[src/rtl/brick_pkg.sv]
// Shared types and constants for the brick-breaker scoring block:
// direction encoding, probe FSM states and per-row starting hit points.
package brick_pkg;

    localparam logic [1:0] DIR_UP_RIGHT   = 2'b00;
    localparam logic [1:0] DIR_UP_LEFT    = 2'b01;
    localparam logic [1:0] DIR_DOWN_RIGHT = 2'b10;
    localparam logic [1:0] DIR_DOWN_LEFT  = 2'b11;

    localparam int HP_W = 2;
    localparam logic [HP_W-1:0] HP_TOUGH  = 2'd2;
    localparam logic [HP_W-1:0] HP_NORMAL = 2'd1;

    typedef enum logic [2:0] {
        ST_IDLE,
        ST_P0,
        ST_P1,
        ST_P2,
        ST_APPLY
    } state_t;

    function automatic logic [HP_W-1:0] init_hp(input int row, input int tough_rows);
        return (row < tough_rows) ? HP_TOUGH : HP_NORMAL;
    endfunction

    function automatic logic dir_is_down(input logic [1:0] dir);
        return dir[1];
    endfunction

    function automatic logic dir_is_left(input logic [1:0] dir);
        return dir[0];
    endfunction

endpackage

[src/rtl/brick_probe_addr.sv]
// Maps a latched ball position, direction and probe number (0 own cell,
// 1 vertical neighbour, 2 horizontal neighbour) to a brick index and range flag.
module brick_probe_addr
    import brick_pkg::*;
#(
    parameter int ROWS    = 7,
    parameter int COLS    = 16,
    parameter int BRICK_W = 2,
    parameter int ROW_W   = 4,
    parameter int COL_W   = 4,
    localparam int BPR    = COLS / BRICK_W,
    localparam int IDX_W  = $clog2(ROWS * BPR)
) (
    input  logic [ROW_W-1:0] row,
    input  logic [COL_W-1:0] col,
    input  logic [1:0]       dir,
    input  logic [1:0]       probe,
    output logic [IDX_W-1:0] idx,
    output logic             in_range
);

    int cand_row;
    int cand_col;
    int own_col;
    int offset;
    logic exists;

    // NOTE: every always_comb output gets a default first so no path infers a latch.
    always_comb begin
        own_col  = int'(col) / BRICK_W;
        offset   = int'(col) % BRICK_W;
        cand_row = int'(row);
        cand_col = own_col;
        exists   = 1'b1;
        case (probe)
            2'd0: ;
            2'd1: cand_row = dir_is_down(dir) ? cand_row + 1 : cand_row - 1;
            2'd2: begin
                // Sideways probe only exists when the ball sits on the brick edge it moves toward.
                if (dir_is_left(dir) && offset == 0)
                    cand_col = own_col - 1;
                else if (!dir_is_left(dir) && offset == BRICK_W - 1)
                    cand_col = own_col + 1;
                else
                    exists = 1'b0;
            end
            default: exists = 1'b0;
        endcase

        in_range = exists && (cand_row >= 0) && (cand_row < ROWS)
                          && (cand_col >= 0) && (cand_col < BPR);
        idx      = in_range ? IDX_W'(cand_row * BPR + cand_col) : '0;
    end

endmodule

[src/rtl/brick_field_scorer.sv]
// Brick field with per-brick hit points, a three-probe hit FSM, combo
// multiplier and saturating score for the brick-breaker game.
module brick_field_scorer
    import brick_pkg::*;
#(
    parameter int ROWS        = 7,
    parameter int COLS        = 16,
    parameter int BRICK_W     = 2,
    parameter int TOUGH_ROWS  = 2,
    parameter int BASE_POINTS = 1,
    parameter int COMBO_MAX   = 7,
    parameter int SCORE_W     = 10,
    parameter int ROW_W       = 4,
    parameter int COL_W       = 4,
    localparam int BPR        = COLS / BRICK_W,
    localparam int NB         = ROWS * BPR,
    localparam int COMBO_W    = $clog2(COMBO_MAX + 1)
) (
    input  logic               clock,
    input  logic               reset,
    input  logic               hit_valid,
    output logic               hit_ready,
    input  logic [ROW_W-1:0]   ball_row,
    input  logic [COL_W-1:0]   ball_col,
    input  logic [1:0]         ball_dir,
    input  logic               paddle_touch,
    input  logic               load_level,
    output logic               hit_done,
    output logic               hit_brick,
    output logic               destroyed,
    output logic [NB-1:0]      bricks,
    output logic [SCORE_W-1:0] score,
    output logic [COMBO_W-1:0] combo,
    output logic               level_clear
);

    localparam int IDX_W = $clog2(NB);
    localparam int PTS_W = SCORE_W + 4;
    localparam logic [PTS_W-1:0] SCORE_MAX = PTS_W'({SCORE_W{1'b1}});

    state_t state, state_nx;

    logic [ROW_W-1:0] req_row;
    logic [COL_W-1:0] req_col;
    logic [1:0]       req_dir;
    logic             found;
    logic [IDX_W-1:0] win_idx;
    logic [HP_W-1:0]  hp [NB];

    logic [1:0]         probe_sel;
    logic [IDX_W-1:0]   probe_idx;
    logic               probe_in_range;
    logic               probe_live;
    logic               probing;
    logic               accept;
    logic [PTS_W-1:0]   points;
    logic [PTS_W-1:0]   score_sum;
    logic [SCORE_W-1:0] score_nx;
    logic [COMBO_W-1:0] combo_inc;

    brick_probe_addr #(
        .ROWS    (ROWS),
        .COLS    (COLS),
        .BRICK_W (BRICK_W),
        .ROW_W   (ROW_W),
        .COL_W   (COL_W)
    ) u_probe (
        .row      (req_row),
        .col      (req_col),
        .dir      (req_dir),
        .probe    (probe_sel),
        .idx      (probe_idx),
        .in_range (probe_in_range)
    );

    always_comb begin
        probe_sel = 2'd0;
        probing   = 1'b0;
        case (state)
            ST_P0:   begin probe_sel = 2'd0; probing = 1'b1; end
            ST_P1:   begin probe_sel = 2'd1; probing = 1'b1; end
            ST_P2:   begin probe_sel = 2'd2; probing = 1'b1; end
            default: ;
        endcase
    end

    // A cleared level holds only dead bricks, but gating keeps the miss explicit.
    assign probe_live = probe_in_range && (hp[probe_idx] != '0) && !level_clear;

    always_comb begin
        for (int i = 0; i < NB; i++)
            bricks[i] = (hp[i] != '0);
    end

    assign hit_ready = (state == ST_IDLE);
    assign hit_done  = (state == ST_APPLY);
    assign hit_brick = hit_done && found;
    assign destroyed = hit_brick && (hp[win_idx] == HP_W'(1));
    assign accept    = hit_valid && hit_ready;

    always_comb begin
        points    = PTS_W'(BASE_POINTS) * (PTS_W'(combo) + PTS_W'(1));
        score_sum = PTS_W'(score) + points;
        score_nx  = (score_sum > SCORE_MAX) ? SCORE_MAX[SCORE_W-1:0] : score_sum[SCORE_W-1:0];
        combo_inc = (combo == COMBO_W'(COMBO_MAX)) ? combo : combo + COMBO_W'(1);
    end

    always_ff @(posedge clock or posedge reset) begin
        if (reset)
            state <= ST_IDLE;
        else
            state <= state_nx;
    end

    always_comb begin
        state_nx = state;
        case (state)
            ST_IDLE:  if (hit_valid) state_nx = ST_P0;
            ST_P0:    state_nx = ST_P1;
            ST_P1:    state_nx = ST_P2;
            ST_P2:    state_nx = ST_APPLY;
            ST_APPLY: state_nx = ST_IDLE;
            default:  state_nx = ST_IDLE;
        endcase
        if (load_level)
            state_nx = ST_IDLE;
    end

    // NOTE: the HP field is reset like any other register because reset defines the starting level.
    always_ff @(posedge clock or posedge reset) begin
        if (reset) begin
            for (int i = 0; i < NB; i++)
                hp[i] <= init_hp(i / BPR, TOUGH_ROWS);
            score       <= '0;
            combo       <= '0;
            level_clear <= 1'b0;
            found       <= 1'b0;
            win_idx     <= '0;
            req_row     <= '0;
            req_col     <= '0;
            req_dir     <= '0;
        end else if (load_level) begin
            for (int i = 0; i < NB; i++)
                hp[i] <= init_hp(i / BPR, TOUGH_ROWS);
            combo       <= '0;
            level_clear <= 1'b0;
            found       <= 1'b0;
        end else begin
            level_clear <= level_clear | ~(|bricks);

            if (accept) begin
                req_row <= ball_row;
                req_col <= ball_col;
                req_dir <= ball_dir;
                found   <= 1'b0;
            end

            if (probing && !found && probe_live) begin
                found   <= 1'b1;
                win_idx <= probe_idx;
            end

            if (hit_brick) begin
                hp[win_idx] <= hp[win_idx] - HP_W'(1);
                if (destroyed) begin
                    score <= score_nx;
                    combo <= combo_inc;
                end
            end

            // Points above already used the pre-clear combo.
            if (paddle_touch)
                combo <= '0;
        end
    end

endmodule

[config.mk]
export PLATFORM = sky130hd
export DESIGN_NAME = brick_field_scorer
export DESIGN_NICKNAME = d
export VERILOG_FILES = /design/src/rtl/brick_pkg.sv /design/src/rtl/brick_probe_addr.sv /design/src/rtl/brick_field_scorer.sv
export SDC_FILE = /design/constraint.sdc
export NUM_CORES = 1
export LEC_CHECK = 0
export CORE_ASPECT_RATIO = 0.7
export CORE_MARGIN = 10
export CORE_UTILIZATION = 54
export DETAILED_ROUTE_END_ITERATION = 8
export PLACE_DENSITY_LB_ADDON = 0.1
export SLEW_MARGIN = 15
export SYNTH_ARGS = -nofsm -noshare
export SYNTH_HDL_FRONTEND = slang
export SYNTH_SLANG_ARGS = --single-unit
[constraint.sdc]
create_clock -name clock -period 10 [get_ports clock]
set_input_delay 1.5 -clock clock [delete_from_list [all_inputs] [get_ports clock]]
set_output_delay 1.5 -clock clock [all_outputs]
set_load 0.01 [all_outputs]
; Word-level counts from Yosys, hierarchy flattened
; Cells that the tools add are included.
[word_totals]
out_inout_bits = 74
word_cells = 220
regBits = 146
input_bits = 15
[op_classes]
add_sub_neg = 9
muxes = 35
n_reduce_logical = 88
n_eq_ne = 10
order_cmp = 8
bitwise_logic = 5
[ops]
columns = operator, n
row1 = $mux W112, 2
row2 = $mux W32, 5
row3 = $reduce_bool A2 Y1, 58
row4 = $bwmux W112, 1
row5 = $ge A32 B1 Y1 const B, 2
row6 = $reduce_or A56 Y1, 1
row7 = $logic_not A32 Y1, 1
row8 = $lt A32 B4 Y1 const B, 1
row9 = $lt A32 B5 Y1 const B, 1
row10 = $bmux W2 S6, 2
row11 = $mux W3, 7
row12 = $ge A7 B7 Y1 const B, 2
row13 = $logic_and A1 B1 Y1, 14
row14 = $not A6 Y7, 2
row15 = $demux W2 S6, 1
row16 = $pmux W3 S4, 1
row17 = $add A10 B4 Y11, 1
row18 = $gt A11 B10 Y1 const B, 1
row19 = $mux W10, 1
row20 = $mux W2, 5
row21 = $reduce_bool A3 Y1, 3
row22 = $add A3 B1 Y4 const B, 2
row23 = $lt A7 B1 Y1 const B, 1
row24 = $mux W1, 7
row25 = 25 further kinds, 33

; Logic depth before layout (Yosys ltp)
; Gate-level depths: netlist of run 1.
[logic_depth]
word_depth = 20
ltp_mapped = 19
ltp_nobuf = 16

; Modules after synthesis
; A second synthesis of run 1 with hierarchy kept.
[unflattened]
cells_unflattened = 1012
area_unflattened_um2 = 9076.2
[modules_own_cells]
columns = module, area_each_um2, instances, cells_each, seq_area_each_um2
row1 = brick_field_scorer, 8627.0, 1, 946, 3723.6
row2 = brick_probe_addr, 449.2, 1, 66, 0.0

; Worst setup path after synthesis of run 1
; No wires, ideal clock.
[synth_path]
path_type = register to output
startpoint = reg win_idx[2]
endpoint = out destroyed
n_path_buf = 5
t_required_ns = 8.500
setup_slack_ns = 5.530
arrival_time_ns = 2.970
stages_incl_launch_ff = 13
path_cell_list = dfrtp_1 -> buf_2 -> buf_1 -> clkbuf_1 -> buf_1 -> clkbuf_1 -> mux4_2 -> mux2i_1 -> o221ai_1 -> a211oi_1 -> ha_1 -> nand2_1 -> inv_1
[synth_via]
elab_chain_len = 6
[synth_lines]
columns = item, line
row1 = "start, declared", brick_field_scorer.sv:47  ; logic [IDX_W-1:0] win_idx;
row2 = "start signal, assigned", brick_field_scorer.sv:160  ; win_idx <= probe_idx;
row3 = $not A6 Y7 (not written as such), brick_field_scorer.sv:98  ; assign destroyed = hit_brick && (hp[win_idx] == HP_W'(1));
row4 = $bmux W2 S6, brick_field_scorer.sv:98
row5 = $mux W2 (not written as such) (2 in a row), brick_field_scorer.sv:98
row6 = $eq A2 B1 Y1, brick_field_scorer.sv:98
row7 = $logic_and A1 B1 Y1, brick_field_scorer.sv:98
row8 = "end, declared", brick_field_scorer.sv:30  ; output logic destroyed,
; No other way between the ends. The select of a mux whose other input is x is not followed.

; Worst setup path after layout of run 1
[layout_path]
startpoint = reg win_idx[3]
endpoint = out destroyed
; The elaborated chain is that of the path after synthesis.

==> results.txt, run 1 <==
The run finished with clean final reports. The number of placed cells counting well taps is between 1,000 and 1,500. The final worst-path cycle share came out at 0.579. The switching power summed over all nets came out at roughly 980 uW.

The final count of pins violating max slew is 0. The number of sinks on the clock net is 146. The slowest stage of the critical path is the sky130_fd_sc_hd__nor3b_1 cell. The wire length of the first global-routing pass came out at roughly 47,000 um. In the synthesized netlist, the cells that appear most often are sky130_fd_sc_hd__nand2_1, sky130_fd_sc_hd__nor2_1, sky130_fd_sc_hd__dfrtp_1. The detail-routed net length per standard cell is between 20 and 25 um. The share of flip-flops with an asynchronous set or reset came out at 1.00.

Among all cell types in the netlist, the one instantiated most often is sky130_fd_sc_hd__nand2_1. The startpoint identified for the worst register-to-register timing path is win_idx[3]. TritonCTS built the clock tree. The cell area power density is ~210 nW/um^2.

The detailed-router iteration count before antenna repair is 6. Power comes to ~2.2 mW. The initial antenna violation count is 0. The post-route setup TNS came out at 0 ps. For this run, design rule violations remaining after detail routing come to 0. The tightest hold path in the finished design has a slack of between 400 and 500 ps. The leakage power total came out at approximately 4.2 nW.

Of the total synthesized cell area, the portion taken by full adders, half adders and majority gates is 0.0220. The quantity of I/O buffers inserted on ports came out at about 90. The floorplan has 39 rows. The depth of the critical timing path with buffers and inverters included is 9.

Measured against its own limit, the worst slew margin works out to 0.192. The largest incremental delay on the critical path is just over 1000 ps. The clock transition time at the flip-flop clock pins of the worst setup and hold paths is 70 ps. In the post-synthesis netlist, the biggest area contributors are sky130_fd_sc_hd__dfrtp_1, sky130_fd_sc_hd__dfstp_2, sky130_fd_sc_hd__nand2_1. The most numerous cell type found on the critical path is sky130_fd_sc_hd__inv_1.

The worst hold path belongs to the class register to register. The number of buffers inserted during clock tree synthesis is 17. For this design the top-level I/O count stands at between 80 and 90. The combinational family with the most area after synthesis is simple AND/OR/NAND/NOR gates. The final cell area excluding filler cells came out at 10,600 sq um. The path type of the worst setup path is register to output port. The latest clock arrival within the worst-skew pair is around 430 ps. The area of the core region came out at 16,500 sq um. The maximum achievable frequency came out at roughly 170 MHz. The number of max-cap violations is 0.

In this run the horizontal extent of the chip is 176 um. The worst reg2reg path depth came out at 12. Post-CTS timing repair inserted 0 buffers for setup. The number of buffers on the longest clock path came out at 2.

The via count of the first global-routing pass is approximately 8,000. The per-cell via count in the routed design is about 6.3. The setup slack after placement is 4780 ps. The final estimated routing congestion in global placement is 0.976. Of the total synthesized cell area, the portion taken by AND, OR, NAND and NOR gates is 0.243. The worst setup path is captured at an output port. The fraction of power consumed by sequential logic is 0.302. Of the post-synthesis cell area, the part taken by muxes is 0.0833. The capture point of the critical path is destroyed. The number of buffer and inverter instances along the worst setup path is 4. The worst supply voltage drop on vdd came out at around 0.25 mV. The number of nets produced by synthesis came out at 1,132. The clock period minus worst slack came out at about 5800 ps. The die covers 22,800 sq um. The worst setup skew after layout is 12.3 ps. The most instantiated flip-flop cell in the synthesis netlist is sky130_fd_sc_hd__dfrtp_1. The area after detailed placement is between 10,000 and 15,000 sq um. Once layout is complete, the utilization of the core stands at 0.643. The worst path setup slack after routing came out at approximately 4200 ps. STA classifies the critical path startpoint as a register. In the global route stage, overall resource usage came out at 0.266.

The largest total area in the synthesized netlist belongs to sky130_fd_sc_hd__dfrtp_1. The largest net degree at the start of global routing came out at between 70 and 80. The number of diodes added for antenna fixing came out at 0. The area fraction in compound gates after synthesis came out at 0.162. The post-route non-filler standard cell count is ~1,400.

The number of fill cells came out at about 1,400. The reg-to-reg critical path endpoint is score[0]. The number of failing setup endpoints in the final timing report is 0.

The maximum fanout count along the critical path came out at 21. Yosys printed 0 warnings. The final number of hold-violating endpoints is 0.

The total length of routed wires is 30,400 um. In this run the worst setup path begins at win_idx[3]. Setup repair after global routing left no endpoint under its margin.

For this block, the via count after detailed routing is approximately 8,700. The starting utilization of the core area came out at 0.557. The switching part of the total power is 0.441.

The worst setup slack for register-to-register paths came out at 5110 ps. The H-tree generated during clock tree synthesis spans 4 levels. The fraction of final layout cells sized beyond drive strength 1 came out at 0.148. Of the post-synthesis cell area, the dominant cell type holds 0.244. In this run, distinct cell masters in the synthesized netlist total just over 70. The residual overflow from global routing came out at 0. The cell sitting at the root of the clock tree is a sky130_fd_sc_hd__clkbuf_16.

The number of buffers inserted for hold repair after clock tree synthesis came out at 0. The internal power consumption came out at 1.24 mW. STA puts the critical path data required time at 8500 ps. In this run, synthesis inferred 0 flip-flops with an integrated enable. The arrival time at the worst endpoint is ~4300 ps.

The share of synthesized area occupied by flip-flops and latches is 0.404. Grouping stages by cell kind, the critical path spends the most delay in buffers and inverters. The clock group share of total power is 0.305. The die span in y came out at approximately 130 um. The first-iteration detailed-routing DRC count came out at about 1,300. Of the total synthesized cell area, the portion taken by XOR and XNOR cells is 0.0142. Walking the worst path, the cells encountered are clkinv_1 > nor3b_1 > o21ai_0 > and4_1 > inv_1 > ha_1 > nand2_1 > inv_1 > clkdlybuf4s50_1.

The count of nets left with antenna violations after detail routing is 0. The cell area after technology mapping came out at between 9000 and 10,000 sq um. The area growth from synthesis to layout is 15.4%.

The post-synthesis area per instance is roughly 8.4 sq um. The count of mapped cells out of synthesis came out at 1,102. The actual slew at the worst max-slew pin came out at 1210 ps. Detailed placement ended at an HPWL of between 20,000 and 25,000 um.

The post-synthesis sequential element count is roughly 150. In the final design database the tool counted 1,167 nets. The total of cells resized after clock tree synthesis is 0. The share of total power dissipated in combinational logic is 0.393.
-- state kept, by name, indices dropped and copies added (netlist names) --
name and count:
hp 112, score 10, win_idx 6, req_col 4, req_row 4, combo 3, state 3, req_dir 2
found 1, level_clear 1
-- how the worst min path moves through the flow --
stage | cells after the start | endpoint | slack, ps | startpoint
floorplan | 2 | hp[85] | 470 | hp[85]
global placement | 2 | hp[103] | 480 | hp[103]
detailed placement | 2 | hp[81] | 490 | hp[81]
CTS | 2 | hp[81] | 500 | hp[81]
global route | 2 | hp[81] | 510 | hp[81]
finish | 2 | hp[81] | 500 | hp[81]
-- final cells by class --
cell class	instances	area, sq um	share of cell area
clock inverter	15	193	0.0181
timing repair buffer	100	966	0.0908
sequential	146	3720	0.350
clock buffer	17	425	0.0400
tap	225	282	0.0265
inverter	54	208	0.0195
multi-input combinational	818	4840	0.455
-- layer usage --
| metal | GRT usage | part of all wire | vias up |
|---|---|---|---|
| li1 | - | - | 3917 |
| met4 | 0.0770 | 0.023 | 0 |
| met5 | 0 | 0 | - |
| met3 | 0.0929 | 0.12 | 56 |
| met2 | 0.376 | 0.42 | 526 |
| met1 | 0.376 | 0.43 | 4220 |
-- cells in the final DEF (no fill, tap or decap), drive strengths merged, types with 3 or more instances in the layout --
| cell type | synthesis | routed |
|---|---|---|
| a211oi | 5 | 5 |
| a21oi | 84 | 84 |
| a221oi | 7 | 7 |
| a22oi | 9 | 9 |
| a31oi | 6 | 6 |
| and2 | 6 | 6 |
| and3 | 7 | 7 |
| buf | 9 | 13 |
| bufinv | 0 | 3 |
| clkbuf | 75 | 17 |
| clkdlybuf4s50 | 0 | 87 |
| clkinv | 1 | 3 |
| clkinvlp | 0 | 3 |
| dfrtp | 90 | 90 |
| dfstp | 56 | 56 |
| ha | 13 | 13 |
| inv | 53 | 60 |
| mux2 | 21 | 21 |
| mux2i | 21 | 21 |
| mux4 | 14 | 14 |
| nand2 | 190 | 190 |
| nand3 | 86 | 86 |
| nand3b | 10 | 10 |
| nand4 | 9 | 9 |
| nor2 | 102 | 102 |
| nor2b | 5 | 5 |
| nor3 | 17 | 17 |
| nor3b | 5 | 5 |
| nor4 | 10 | 10 |
| o211ai | 29 | 29 |
| o21ai | 83 | 83 |
| o221ai | 3 | 3 |
| o22ai | 4 | 4 |
| or2 | 22 | 22 |
| or3 | 3 | 3 |
| or4 | 3 | 3 |
| xnor2 | 11 | 11 |
| xor2 | 4 | 4 |
-- power by group through the flow --
stage          Clock, mW  Combinational (mW)  Sequential (mW)
3_3_place_gp           0               0.832            0.673
2_1_floorplan          0               0.692            0.643
4_1_cts            0.679               0.845            0.666
5_1_grt            0.707               0.934            0.675
6_report           0.676               0.871            0.669
3_5_place_dp           0               0.840            0.676
-- logic make-up after synthesis --
group | count (synthesis)
flops | 146
buf+inv | 138
xor+xnor | 15
compound gates | 248
mux | 56
simple gates | 484
fa+ha+maj | 15
-- tightest hold or removal path, stage by stage, from the launching register on --
cell and delay (ps):
sky130_fd_sc_hd__dfstp_2 380, sky130_fd_sc_hd__nand2_1 50, sky130_fd_sc_hd__nand3_1 60
Power figures use the tool's default switching activity.
==> run 2, diff against run 1 <==
- CORE_UTILIZATION: 54 -> 53
- clock period: 10 -> 5.2 ns (I/O delays scaled with it)
==> results.txt, run 2 (synthesis gave the netlist of run 1 again) <==
The commonest non-fill, non-tap cell in the layout was sky130_fd_sc_hd__nand2_1 (unchanged). The latest clock arrival within the worst-skew pair is 440 ps (was 430 ps). The final number of hold-violating endpoints came to 0 (unchanged). The largest net degree at the start of global routing came to 80 (was 79). The worst hold path class was register to register (unchanged). The maximum achievable frequency is 216 MHz.

The total length of routed wires is 31,300 um (was 30,400 um). The post-CTS setup buffer count came out at 0 (unchanged). Most frequent cells in the layout: sky130_fd_sc_hd__nand2_1, sky130_fd_sc_hd__nor2_1, sky130_fd_sc_hd__dfrtp_1 (unchanged). The final count of pins violating max slew came out at 0 (unchanged). The largest incremental delay on the critical path is 820 ps (was 1010 ps). The worst relative slew slack came to 0.215 (was 0.192). The required time of the worst setup path came out at 4420 ps (was 8500 ps). The aggregate global-route resource usage is 0.269 (was 0.266). The H-tree level count came out at 4 (unchanged). The detailed-router iteration count before antenna repair came out at 5 (was 6). The clock transition time at the flip-flop clock pins of the worst setup and hold paths came out at 70 ps (about the same).

Of the available clock period, the critical path in the final layout requires 0.892. The leakage power total is 4.19 nW (was 4.16 nW). The count of nets left with antenna violations after detail routing is 0 (unchanged). The quantity of I/O buffers inserted on ports is 88 (unchanged).

The highest-delay cell along the critical path is sky130_fd_sc_hd__dfrtp_1 (was sky130_fd_sc_hd__nor3b_1). The chip width came out at 178 um (was 176 um). The via total after detailed routing was 8,815 (was 8,719).

The area of the core region came out at 17,100 sq um (was 16,500 sq um). The number of flip-flops under the largest register name came out at 112 (unchanged). The actual slew at the worst max-slew pin is 1180 ps (was 1210 ps). The register with the most flip-flops was hp (unchanged). The via count of the first global-routing pass is 8,064 (was 8,004). The area growth from synthesis to layout came out at 15.8% (was 15.4%). The number of failing setup endpoints in the final timing report was 0 (unchanged). Largest registers: hp (112), score (10), win_idx (6) (unchanged). The number of buffer and inverter instances along the worst setup path came to 3 (was 4). The HPWL after detailed placement is 21,900 um (was 21,700 um).

The post-route total power is 4.39 mW (was 2.22 mW). The first-iteration detailed-routing DRC count is 1,178 (was 1,315). The fraction of the core area covered by cells at the end of the flow is 0.624 (was 0.643). The number of diodes added for antenna fixing came to 0 (unchanged). The endpoint type of the worst setup path is an output port (unchanged). The final estimated routing congestion in global placement is 0.987 (was 0.976). The total of cells resized after clock tree synthesis is 0 (unchanged). The number of max-cap violations came out at 0 (unchanged). The launching element type of the critical path is a register (unchanged). CP cell instances: and2_1 > a221oi_1 > a21oi_1 > nor3_1 > o22ai_1 > a21oi_1 > and4_1 > inv_1 > ha_1 > nand2_1 > inv_1 > clkdlybuf4s50_1 (was clkinv_1 > nor3b_1 > o21ai_0 > and4_1 > inv_1 > ha_1 > nand2_1 > inv_1 > clkdlybuf4s50_1). Unrepaired setup endpoints after global routing: false (unchanged). The cell area power density came to 411 nW/um^2 (was 208 nW/um^2). The number of DRC violations after detailed routing is 0 (unchanged).

The maximum fanout count along the critical path is 25 (was 21). The worst setup skew after layout came out at 14.0 ps (was 12.3 ps). The number of buffers inserted during clock tree synthesis was 17 (unchanged).

The area of the die came out at 23,200 sq um (was 22,800 sq um). The wire length of the first global-routing pass came out at 48,000 um (was 47,200 um). The fraction of final layout cells sized beyond drive strength 1 is 0.152 (was 0.148). The clock period could shrink to ~4600 ps.

The per-cell via count in the routed design is 6.36 (was 6.34). The detail-routed net length per standard cell came out at 22.5 um (was 22.1 um). The number of top-level design ports came out at 89 (unchanged). The number of buffers inserted for hold repair after clock tree synthesis is 0 (unchanged).

The post-route setup TNS is 0 ps (unchanged). The starting utilization of the core area came out at 0.539 (was 0.557). The clock tree from TritonCTS was built (unchanged). The initial antenna violation count was 0 (unchanged).

The number of buffers on the longest clock path came to 2 (unchanged). The CTS root buffer is sky130_fd_sc_hd__clkbuf_16 (unchanged). The largest delay contributor family on the critical path was simple AND/OR/NAND/NOR gates (was buffers and inverters). The net count of the finished layout came out at 1,173 (was 1,167). The die span in y is 130 um (was 129 um).

The total number of placement rows is 40 (was 39). The arrival time at the worst endpoint came out at 3860 ps (was 4290 ps). The residual overflow from global routing came out at 0 (unchanged). The number of sinks on the clock net is 146 (unchanged). The path type of the worst setup path is register to output port (unchanged). Status: finished clean (unchanged). The worst supply voltage drop on vdd is 0.496 mV (was 0.250 mV).
run 2: cell count changes in the layout (fill, tap and decap cells not counted):
cell and change:
sky130_fd_sc_hd__clkinvlp_4 -2, sky130_fd_sc_hd__inv_8 +1, sky130_fd_sc_hd__buf_12 +1, sky130_fd_sc_hd__inv_6 -2, sky130_fd_sc_hd__nor2_1 -1, sky130_fd_sc_hd__nor2_2 +1, sky130_fd_sc_hd__clkinv_2 -1, sky130_fd_sc_hd__clkbuf_8 +2
sky130_fd_sc_hd__nor3_2 -1, sky130_fd_sc_hd__nor3_1 +1, sky130_fd_sc_hd__buf_4 +5, sky130_fd_sc_hd__bufinv_16 -2, sky130_fd_sc_hd__clkinv_4 +4
run 2: cell type report:
type	instances	area, sq um
Multi-Input combinational cell	818	4840
Clock inverter	13	141
Inverter	54	208
Tap cell	231	289
Clock buffer	19	453
Timing Repair Buffer	106	1020
Sequential cell	146	3720
Fill cell	1504	6440
run 2: where the power goes:
| group | internal (mW) | leakage, nW | switching [mW] | total (mW) |
|---|---|---|---|---|
| Clock | 0.702 | 0.290 | 0.557 | 1.26 |
| Sequential | 1.18 | 1.81 | 0.177 | 1.36 |
| Combinational | 0.518 | 2.09 | 1.25 | 1.77 |
run 2: path summary, 6_finish.rpt:
path                       cells after the start  slack, ps        end  startpoint
max in group asynchronous                      3       3330     hp[78]       reset
min                                            2        500     hp[85]      hp[85]
max                                           12        560  destroyed  win_idx[2]
max reg2reg                                   15        730   score[0]  win_idx[2]
min in group asynchronous                      2        840     hp[23]       reset
min reg2reg                                    2        500     hp[85]      hp[85]
run 2: stage by stage:
step | cell area, sq um | hold slack (ps) | setup slack (ps) | instances
3_3_place_gp | 10100 | 481 | 1020 | 1355
5_1_grt | 10700 | 507 | 344 | 1387
6_report | 10700 | 502 | 560 | 1387
2_1_floorplan | 9220 | 467 | 590 | 1102
3_5_place_dp | 10100 | 490 | 881 | 1355
4_1_cts | 10700 | 496 | 637 | 1387
run 2: worst reg2reg max path: stages (launching register included):
cell	delay, ps
sky130_fd_sc_hd__dfrtp_1	1120
sky130_fd_sc_hd__and2_1	500
sky130_fd_sc_hd__a221oi_1	160
sky130_fd_sc_hd__a21oi_1	160
sky130_fd_sc_hd__nor3_1	90
sky130_fd_sc_hd__o22ai_1	110
sky130_fd_sc_hd__a21oi_1	70
sky130_fd_sc_hd__and4_1	230
sky130_fd_sc_hd__inv_1	80
sky130_fd_sc_hd__ha_1	210
sky130_fd_sc_hd__nand3_1	240
sky130_fd_sc_hd__nor3b_1	420
sky130_fd_sc_hd__and3_1	260
sky130_fd_sc_hd__and2_1	200
sky130_fd_sc_hd__nand4_1	310
sky130_fd_sc_hd__o211ai_1	210
run 2: metal layers:
metal	wire length, um	up-vias	global-route usage	part of all wire
met5	0	-	0	0
met4	681	0	0.0767	0.022
met3	4060	62	0.0875	0.13
met2	13500	555	0.391	0.43
met1	13000	4257	0.376	0.42
li1	-	3941	-	-
